## src/rtl/tx_sync111_if.sv

```systemverilog
// Frame-request / serial-line bundle between a frame source and the tx_sync111 transmitter.
// The source drives start/data; the transmitter drives x/busy/done.
interface tx_sync111_if #(
  parameter int DATA_W = 8
);
  logic              start;
  logic [DATA_W-1:0] data;
  logic              x;
  logic              busy;
  logic              done;

  modport master (output start, output data, input x, input busy, input done);
  modport slave  (input start, input data, output x, output busy, output done);
endinterface

```

## src/rtl/tx_sync111.sv

```systemverilog
// Serial frame transmitter for the "111" detector link: a sync run of ones, a zero separator,
// a bit-stuffed MSB-first payload, then a zero tail bit.
module tx_sync111 #(
  parameter int DATA_W   = 8,
  parameter int SYNC_LEN = 3
) (
  input  logic         clk,
  input  logic         rst,
  tx_sync111_if.slave  bus
);

  localparam int BW = $clog2(DATA_W + 1);
  localparam int CW = $clog2(SYNC_LEN + 1);
  localparam logic [BW-1:0] BITS_LAST = BW'(DATA_W);
  localparam logic [CW-1:0] SYNC_LAST = CW'(SYNC_LEN);
  localparam logic [CW-1:0] ONES_MAX  = CW'(SYNC_LEN - 1);

  typedef enum logic [2:0] {
    S_IDLE,
    S_SYNC,
    S_SEP,
    S_DATA,
    S_STUFF,
    S_TAIL
  } state_t;

  state_t            r_state;
  state_t            w_state_nxt;
  logic [DATA_W-1:0] r_shift;
  logic [DATA_W-1:0] w_shift_nxt;
  logic [DATA_W-1:0] w_shift_left;
  logic [BW-1:0]     r_bit_cnt;
  logic [BW-1:0]     w_bit_cnt_nxt;
  logic [BW-1:0]     w_bit_inc;
  logic [CW-1:0]     r_sync_cnt;
  logic [CW-1:0]     w_sync_cnt_nxt;
  logic [CW-1:0]     r_ones_cnt;
  logic [CW-1:0]     w_ones_cnt_nxt;
  logic [CW-1:0]     w_ones_upd;
  logic              w_bit;
  logic              w_x_nxt;
  logic              r_x;
  logic              r_busy;
  logic              r_done;

  assign w_bit        = r_shift[DATA_W-1];
  assign w_shift_left = {r_shift[DATA_W-2:0], 1'b0};
  assign w_bit_inc    = r_bit_cnt + 1'b1;
  assign w_ones_upd   = w_bit ? (r_ones_cnt + 1'b1) : '0;

  // Outputs are registered from the next-state decode, so x/busy/done change right after the edge.
  always_comb begin
    w_state_nxt    = r_state;
    w_shift_nxt    = r_shift;
    w_bit_cnt_nxt  = r_bit_cnt;
    w_sync_cnt_nxt = r_sync_cnt;
    w_ones_cnt_nxt = r_ones_cnt;
    w_x_nxt        = 1'b0;
    unique case (r_state)
      S_IDLE: begin
        if (bus.start) begin
          w_state_nxt    = S_SYNC;
          w_shift_nxt    = bus.data;
          w_sync_cnt_nxt = CW'(1);
          w_x_nxt        = 1'b1;
        end
      end
      S_SYNC: begin
        if (r_sync_cnt == SYNC_LAST) begin
          w_state_nxt = S_SEP;
        end else begin
          w_sync_cnt_nxt = r_sync_cnt + 1'b1;
          w_x_nxt        = 1'b1;
        end
      end
      S_SEP: begin
        w_state_nxt    = S_DATA;
        w_bit_cnt_nxt  = '0;
        w_ones_cnt_nxt = '0;
        w_x_nxt        = w_bit;
      end
      S_DATA: begin
        w_shift_nxt    = w_shift_left;
        w_bit_cnt_nxt  = w_bit_inc;
        w_ones_cnt_nxt = w_ones_upd;
        // The tail bit is already 0, so a run ending on the last payload bit needs no stuff.
        if (w_bit_inc == BITS_LAST) begin
          w_state_nxt = S_TAIL;
        end else if (w_ones_upd == ONES_MAX) begin
          w_state_nxt = S_STUFF;
        end else begin
          w_x_nxt = w_shift_left[DATA_W-1];
        end
      end
      S_STUFF: begin
        w_state_nxt    = S_DATA;
        w_ones_cnt_nxt = '0;
        w_x_nxt        = w_bit;
      end
      S_TAIL: begin
        w_state_nxt = S_IDLE;
      end
      default: begin
        w_state_nxt = S_IDLE;
      end
    endcase
  end

  always_ff @(posedge clk or posedge rst) begin
    if (rst) begin
      r_state    <= S_IDLE;
      r_bit_cnt  <= '0;
      r_sync_cnt <= '0;
      r_ones_cnt <= '0;
      r_x        <= 1'b0;
      r_busy     <= 1'b0;
      r_done     <= 1'b0;
    end else begin
      r_state    <= w_state_nxt;
      r_bit_cnt  <= w_bit_cnt_nxt;
      r_sync_cnt <= w_sync_cnt_nxt;
      r_ones_cnt <= w_ones_cnt_nxt;
      r_x        <= w_x_nxt;
      r_busy     <= (w_state_nxt != S_IDLE);
      r_done     <= (w_state_nxt == S_TAIL);
    end
  end

  // Payload shifter is only read in SEP/DATA/STUFF, after a load on acceptance.
  always_ff @(posedge clk) begin
    r_shift <= w_shift_nxt;
  end

  assign bus.x    = r_x;
  assign bus.busy = r_busy;
  assign bus.done = r_done;

endmodule
```

## src/flat_wrapper.sv

```systemverilog
// flat-port wrapper written by rule: the top's interface ports become plain ports
module tx_sync111_flat 
#(
  parameter int DATA_W   = 8,
  parameter int SYNC_LEN = 3
)
  (clk, rst, bus_start, bus_data, bus_x, bus_busy, bus_done);
  tx_sync111_if #(.DATA_W(DATA_W)) bus_i ();
  input  logic clk;
  input  logic rst;
  input wire logic [$bits(bus_i.start)-1:0] bus_start;
  input wire logic [$bits(bus_i.data)-1:0] bus_data;
  output wire logic [$bits(bus_i.x)-1:0] bus_x;
  output wire logic [$bits(bus_i.busy)-1:0] bus_busy;
  output wire logic [$bits(bus_i.done)-1:0] bus_done;
  assign bus_i.start = bus_start;
  assign bus_i.data = bus_data;
  assign bus_x = bus_i.x;
  assign bus_busy = bus_i.busy;
  assign bus_done = bus_i.done;
  tx_sync111 #(.DATA_W(DATA_W), .SYNC_LEN(SYNC_LEN)) u_core (.clk(clk), .rst(rst), .bus(bus_i));
endmodule
```

## config.mk

```make
export PLATFORM = sky130hd
export DESIGN_NAME = tx_sync111_flat
export DESIGN_NICKNAME = d
export VERILOG_FILES = /design/src/rtl/tx_sync111_if.sv /design/src/rtl/tx_sync111.sv /design/src/flat_wrapper.sv
export SDC_FILE = /design/constraint.sdc
export NUM_CORES = 1
export LEC_CHECK = 0
export ABC_AREA = 1
export CAP_MARGIN = 25
export CELL_PAD_IN_SITES_DETAIL_PLACEMENT = 0
export CELL_PAD_IN_SITES_GLOBAL_PLACEMENT = 1
export CORE_MARGIN = 3
export CORE_UTILIZATION = 43
export DETAILED_ROUTE_END_ITERATION = 6
export GPL_TIMING_DRIVEN = 1
export PLACE_DENSITY = 0.9
export SETUP_SLACK_MARGIN = 0.5
export SYNTH_ARGS = -nofsm -noshare
export SYNTH_HDL_FRONTEND = slang
export SYNTH_SLANG_ARGS = --single-unit
export TNS_END_PERCENT = 5
```

## constraint.sdc

```tcl
create_clock -name clk -period 2.6 [get_ports clk]
set_clock_uncertainty 0.2 [all_clocks]
set_input_delay 0.65 -clock clk [delete_from_list [all_inputs] [get_ports clk]]
set_output_delay 0.65 -clock clk [all_outputs]
set_load 0.05 [all_outputs]
```

Word-level counts from Yosys, hierarchy flattened
Index checks and enable logic that the tools add are counted.
Word-level totals
  flip-flop bits (word level): 22
  input port bits: 11
  output and inout bits: 3
  word-level logic and storage cells: 48
Operators by class
  $add $sub $neg: 3
  eq/ne operators: 10
  multiplexer cells: 18
  reductions and logical operators: 9
Operators by type and width (count)
  case mux 8 bit (2 select lines): 1
  2-to-1 mux 3 bit: 4
  case mux 3 bit (4 select lines): 1
  2-to-1 mux 8 bit: 1
  case mux 2 bit (2 select lines): 2
  case mux 4 bit (2 select lines): 1
  nonzero test 2 bit: 4
  equality test 3 x 2 -> 1 bit (second input constant): 2
  equality test 3 bit (second input constant): 2
  2-to-1 mux 2 bit: 3
  adder 2 x 1 -> 2 bit (second input constant): 2
  adder 4 x 1 -> 4 bit (second input constant): 1
  equality test 2 bit (second input constant): 2
  equality test 4 bit (second input constant): 1
  2-to-1 mux 1 bit: 4
  inequality test 2 bit (second input constant): 2
  case mux 1 bit (4 select lines): 1
  equality test 3 x 1 -> 1 bit (second input constant): 1
  logical NOT 3 bit: 1
  AND reduction 3 bit: 1
  nonzero test 3 bit: 1
  AND reduction 2 bit: 1
  OR reduction 2 bit: 1

Logic depth before layout (Yosys ltp)
  depth in word-level cells: 7
  depth in mapped cells: 7
  depth with buffers taken out: 7

Least setup slack after synthesis
OpenSTA, ideal clock, no wires.
  path type: register -> register
  start: register u_core.r_state[2]
  end: register u_core.r_shift[0] (enable)
  library setup time: 329 ps
  arrival time: 1015 ps
  slack: 1056 ps
  cell stages (with the launch flop): 5
  buffers on the path: 1
  path through: dfrtp_1 nor2_4 inv_2 buf_6 nand2_1
On the way
  word-level cells in the longest chain between the ends: 3
Ends and longest elaborated chain
  from (decl): RTL line tx_sync111.sv:27  | state_t r_state;
  from (signal assigned): RTL line tx_sync111.sv:119  | r_state <= w_state_nxt;
  equality test 3 x 2 -> 1 bit or logical NOT 3 bit (tied branches): RTL line tx_sync111.sv:59  | unique case (r_state)
  nonzero test 2 bit (no line) or inequality test 2 bit (tied branches)
  AND reduction 2 bit (no line) *
  to (signal assigned): RTL line tx_sync111.sv:131  | r_shift <= w_shift_nxt;
  to (decl): RTL line tx_sync111.sv:29  | logic [DATA_W-1:0] r_shift;
Mark *: on every way between the ends. The rest lies on a longest branch, timed or not.
A chain may end at the register's enable or synchronous reset.

Worst setup path in the final report
  start: register u_core.r_done (netlist: u_core.bus.done)
  end: output port bus_done
RTL lines
  from (decl): RTL line tx_sync111.sv:44  | logic r_done;
  from (signal assigned): RTL line tx_sync111.sv:125  | r_done <= (w_state_nxt == S_TAIL);
  to (decl): RTL line flat_wrapper.sv:15  | output wire logic [$bits(bus_i.done)-1:0] bus_done;
No word-level cell between the ends.

==> flow_metrics.tcl <==
set metrics [dict create \
    drc_errors 0 \
    die_x_um 55.6 \
    yosys.cell_count.top_type "nand2_1" \
    fin_setup_tns_ns 0 \
    grt_usage_pct 13.3 \
    floorplan.initialDensity_pct 46.4 \
    rows 17 \
    first_iter_violations 10 \
    root_buffer "clkbuf_4" \
    p_per_area_nw_per_um2 1220 \
    gp_routability_congestion 0.834 \
    cp.required_ns 1.75 \
    clk_latency_ns 0.32 \
    grt_pass1_vias 793 \
    cts.path.max_buffers 2 \
    synth.avg_cell_area_um2 9.03 \
    grt_start_max_net_pins 16 \
    yosys-top-cells-area "dfrtp_1, edfxtp_1, nand2_1" \
    crit_path_max_incr_delay_ns 0.79 \
    clock_sinks 22 \
    dieArea_um2 3090 \
    grt_pass1_wl_mm 3.31 \
    worst-path-buf-inv 1 \
    crit_chain "clkdlybuf4s50_1" \
    period_needed_ns 2.30 \
    power_switching_share_pct 40.3 \
    drive_above_1_share_pct 10.5 \
    clk_pin_slew_ns 0.13 \
    tritoncts "built" \
    ir_worst_vdd_mv 0.660 \
    hp-class "reg2reg" \
    vias 799 \
    p_leak_uw 0.000625 \
    end_kind "output port" \
    cp_max_fo 1 \
    fmax_mhz 434 \
    arrival_ns 1.45 \
    htreeDepth 1 \
    hpwlAfterDp_mm 1.35 \
    outcome "finished, final reports clean" \
    p_sw_uw 618 \
    startpoint_type "flop" \
    relSlewSlack_pct 64.0 \
    pwr-share-seq_pct 42.1 \
    period_share_pct 88.6 \
    p_comb_share_pct 40.6 \
    filler_cell_count 200 \
    die_y_um 55.6 \
    drt_first_pass_iters 4 \
    yosysUniqueCellTypes 20 \
    wire_per_inst_um 11.4 \
    synthArstFlopShare_pct 63.6 \
    hold_buffers 0 \
    seq_area_frac_synth_pct 55.9 \
    grt_overflow 0 \
    core_um2 2280 \
    synth-main-ff-cell "dfrtp_1" \
    synth-seq-cells 22 \
    io_buffer_count 13 \
    synth_top_cell_by_area "dfrtp_1" \
    intPower_uw 918 \
    synth_edf_count 8 \
    synth_top_area_share_pct 33.2 \
    synthToLayoutAreaGrowth_pct 19.7 \
    synth_nets 130 \
    rrSetupSlack_ns 0.92 \
    maxCapViolations 0 \
    report.final.slew_viol_count 0 \
    antenna_found_initial 0 \
    finalSetupViolCount 0 \
    clkPwrFrac_pct 17.3 \
    diodes 0 \
    io_pins 14 \
    crit_type "reg2out" \
    postRouteAntennaNets 0 \
    cts_buffers 3 \
    nets 147 \
    rsz0062_at_grt "yes" \
    worst-slew-pin-transition_ns 0.539 \
    synthTopCellsByCount "nand2_1, inv_1, dfrtp_1" \
    worst_path_max_delay_cell "clkdlybuf4s50_1" \
    path_delay_family "buffers and inverters" \
    vias_per_cell 4.96 \
    totalWireLength_mm 1.83 \
    synth_area_um2 1060 \
    ys_warn_count 0 \
    finalHoldViolCount 0 \
    postCtsSetupBuffers 0 \
    netlist_instances 117 \
    final_util_pct 55.5 \
]
area by class of cell:
class | instances | area, um^2 | area share [%]
clock buffers | 3 | 22.5 | 1.78
clock inverters | 1 | 30.0 | 2.38
inverters | 19 | 71.3 | 5.64
multi-input cells | 74 | 375 | 29.7
flip-flops and latches | 22 | 591 | 46.7
well taps | 28 | 35.0 | 2.77
repair buffers | 14 | 139 | 11.0
cell families (layout without fill, tap and decap cells):
| kind of cell | after synthesis | in the layout | share of synthesized area (%) |
|---|---|---|---|
| flip-flops | 22 | 22 | 55.9 |
| buffers and inverters | 21 | 37 | 8.53 |
| AND/OR/NAND/NOR | 62 | 62 | 26.2 |
| AO/OA/AOI/OAI | 10 | 10 | 6.99 |
| adder cells (fa/ha/maj) | 2 | 2 | 2.37 |
through the flow:
step           instance area (um^2)  hold WS [ns]  setup slack (ns)  cells  total power [uW]
2_1_floorplan                  1060         0.246              1.06    117              1140
3_3_place_gp                   1210         0.269             0.547    157              1270
3_5_place_dp                   1210         0.269             0.517    157              1290
4_1_cts                        1260         0.287             0.286    161              1550
5_1_grt                        1260         0.306             0.246    161              1660
6_report                       1260         0.286             0.297    161              1540
flip-flops by register name, summed over array words and instances, names as in the netlist:
signal,cells
u_core.r_shift,8
u_core.bus.busy,1
u_core.r_bit_cnt,4
u_core.r_state,3
u_core.bus.done,1
u_core.bus.x,1
u_core.r_ones_cnt,2
u_core.r_sync_cnt,2
worst paths after layout:
path / from / to / cells after the start
max: u_core.bus.done$_DFF_PP0_ / bus_done / 1
min: u_core.r_sync_cnt[0]$_DFFE_PP0P_ / u_core.r_sync_cnt[0]$_DFFE_PP0P_ / 1
max reg2reg: u_core.r_state[2]$_DFF_PP0_ / u_core.r_shift[0]$_SDFFCE_PP0P_ / 3
min reg2reg: u_core.r_sync_cnt[0]$_DFFE_PP0P_ / u_core.r_sync_cnt[0]$_DFFE_PP0P_ / 1
max in group asynchronous: rst / u_core.r_ones_cnt[1]$_DFFE_PP0P_ / 2
min in group asynchronous: rst / u_core.r_state[1]$_DFF_PP0_ / 2
cells in the final DEF (no fill, tap or decap):
cell type,instances
a21oi_1,2
dfrtp_1,14
inv_2,3
edfxtp_1,8
a22o_1,1
nand3_2,1
o21ai_0,3
o21ai_1,2
nor2_2,2
dlymetal6s2s_1,1
nor2_1,6
clkbuf_4,3
bufinv_16,1
inv_1,16
nand2_1,37
nor2_4,1
o31ai_4,1
a21oi_2,1
clkdlybuf4s50_1,11
buf_4,1
nand3_1,10
dlygate4sd2_1,1
nand4_1,5
ha_1,2
metal layers:
metal | GRT usage [%] | part of all wire, %
met5 | 0 | 0
met4 | 7.64 | 1.6
met3 | 2.57 | 4.1
met2 | 20.6 | 46
met1 | 17.3 | 49
power by group through the flow:
| stage | sequential, uW | clock (uW) | combinational [uW] |
|---|---|---|---|
| after CTS | 646 | 272 | 630 |
| after global placement | 653 | 0 | 621 |
| after global routing | 670 | 290 | 705 |
| final | 647 | 266 | 623 |
| after detailed placement | 653 | 0 | 634 |
| after floorplan | 679 | 0 | 459 |
repair_timing:
| action | CTS | global route |
|---|---|---|
| hold endpoints to repair | 0 | 0 |
| setup endpoints to repair | 3 | 2 |
| resized for setup | 1 | 1 |
worst reg2reg max path, cell delays in order, from the launching register on:
cell	delay (ns)
dfrtp_1	0.51
nor2_2	0.20
nand3_1	0.15
nand2_1	0.30
No activity file was read; power rests on OpenSTA's default activity.
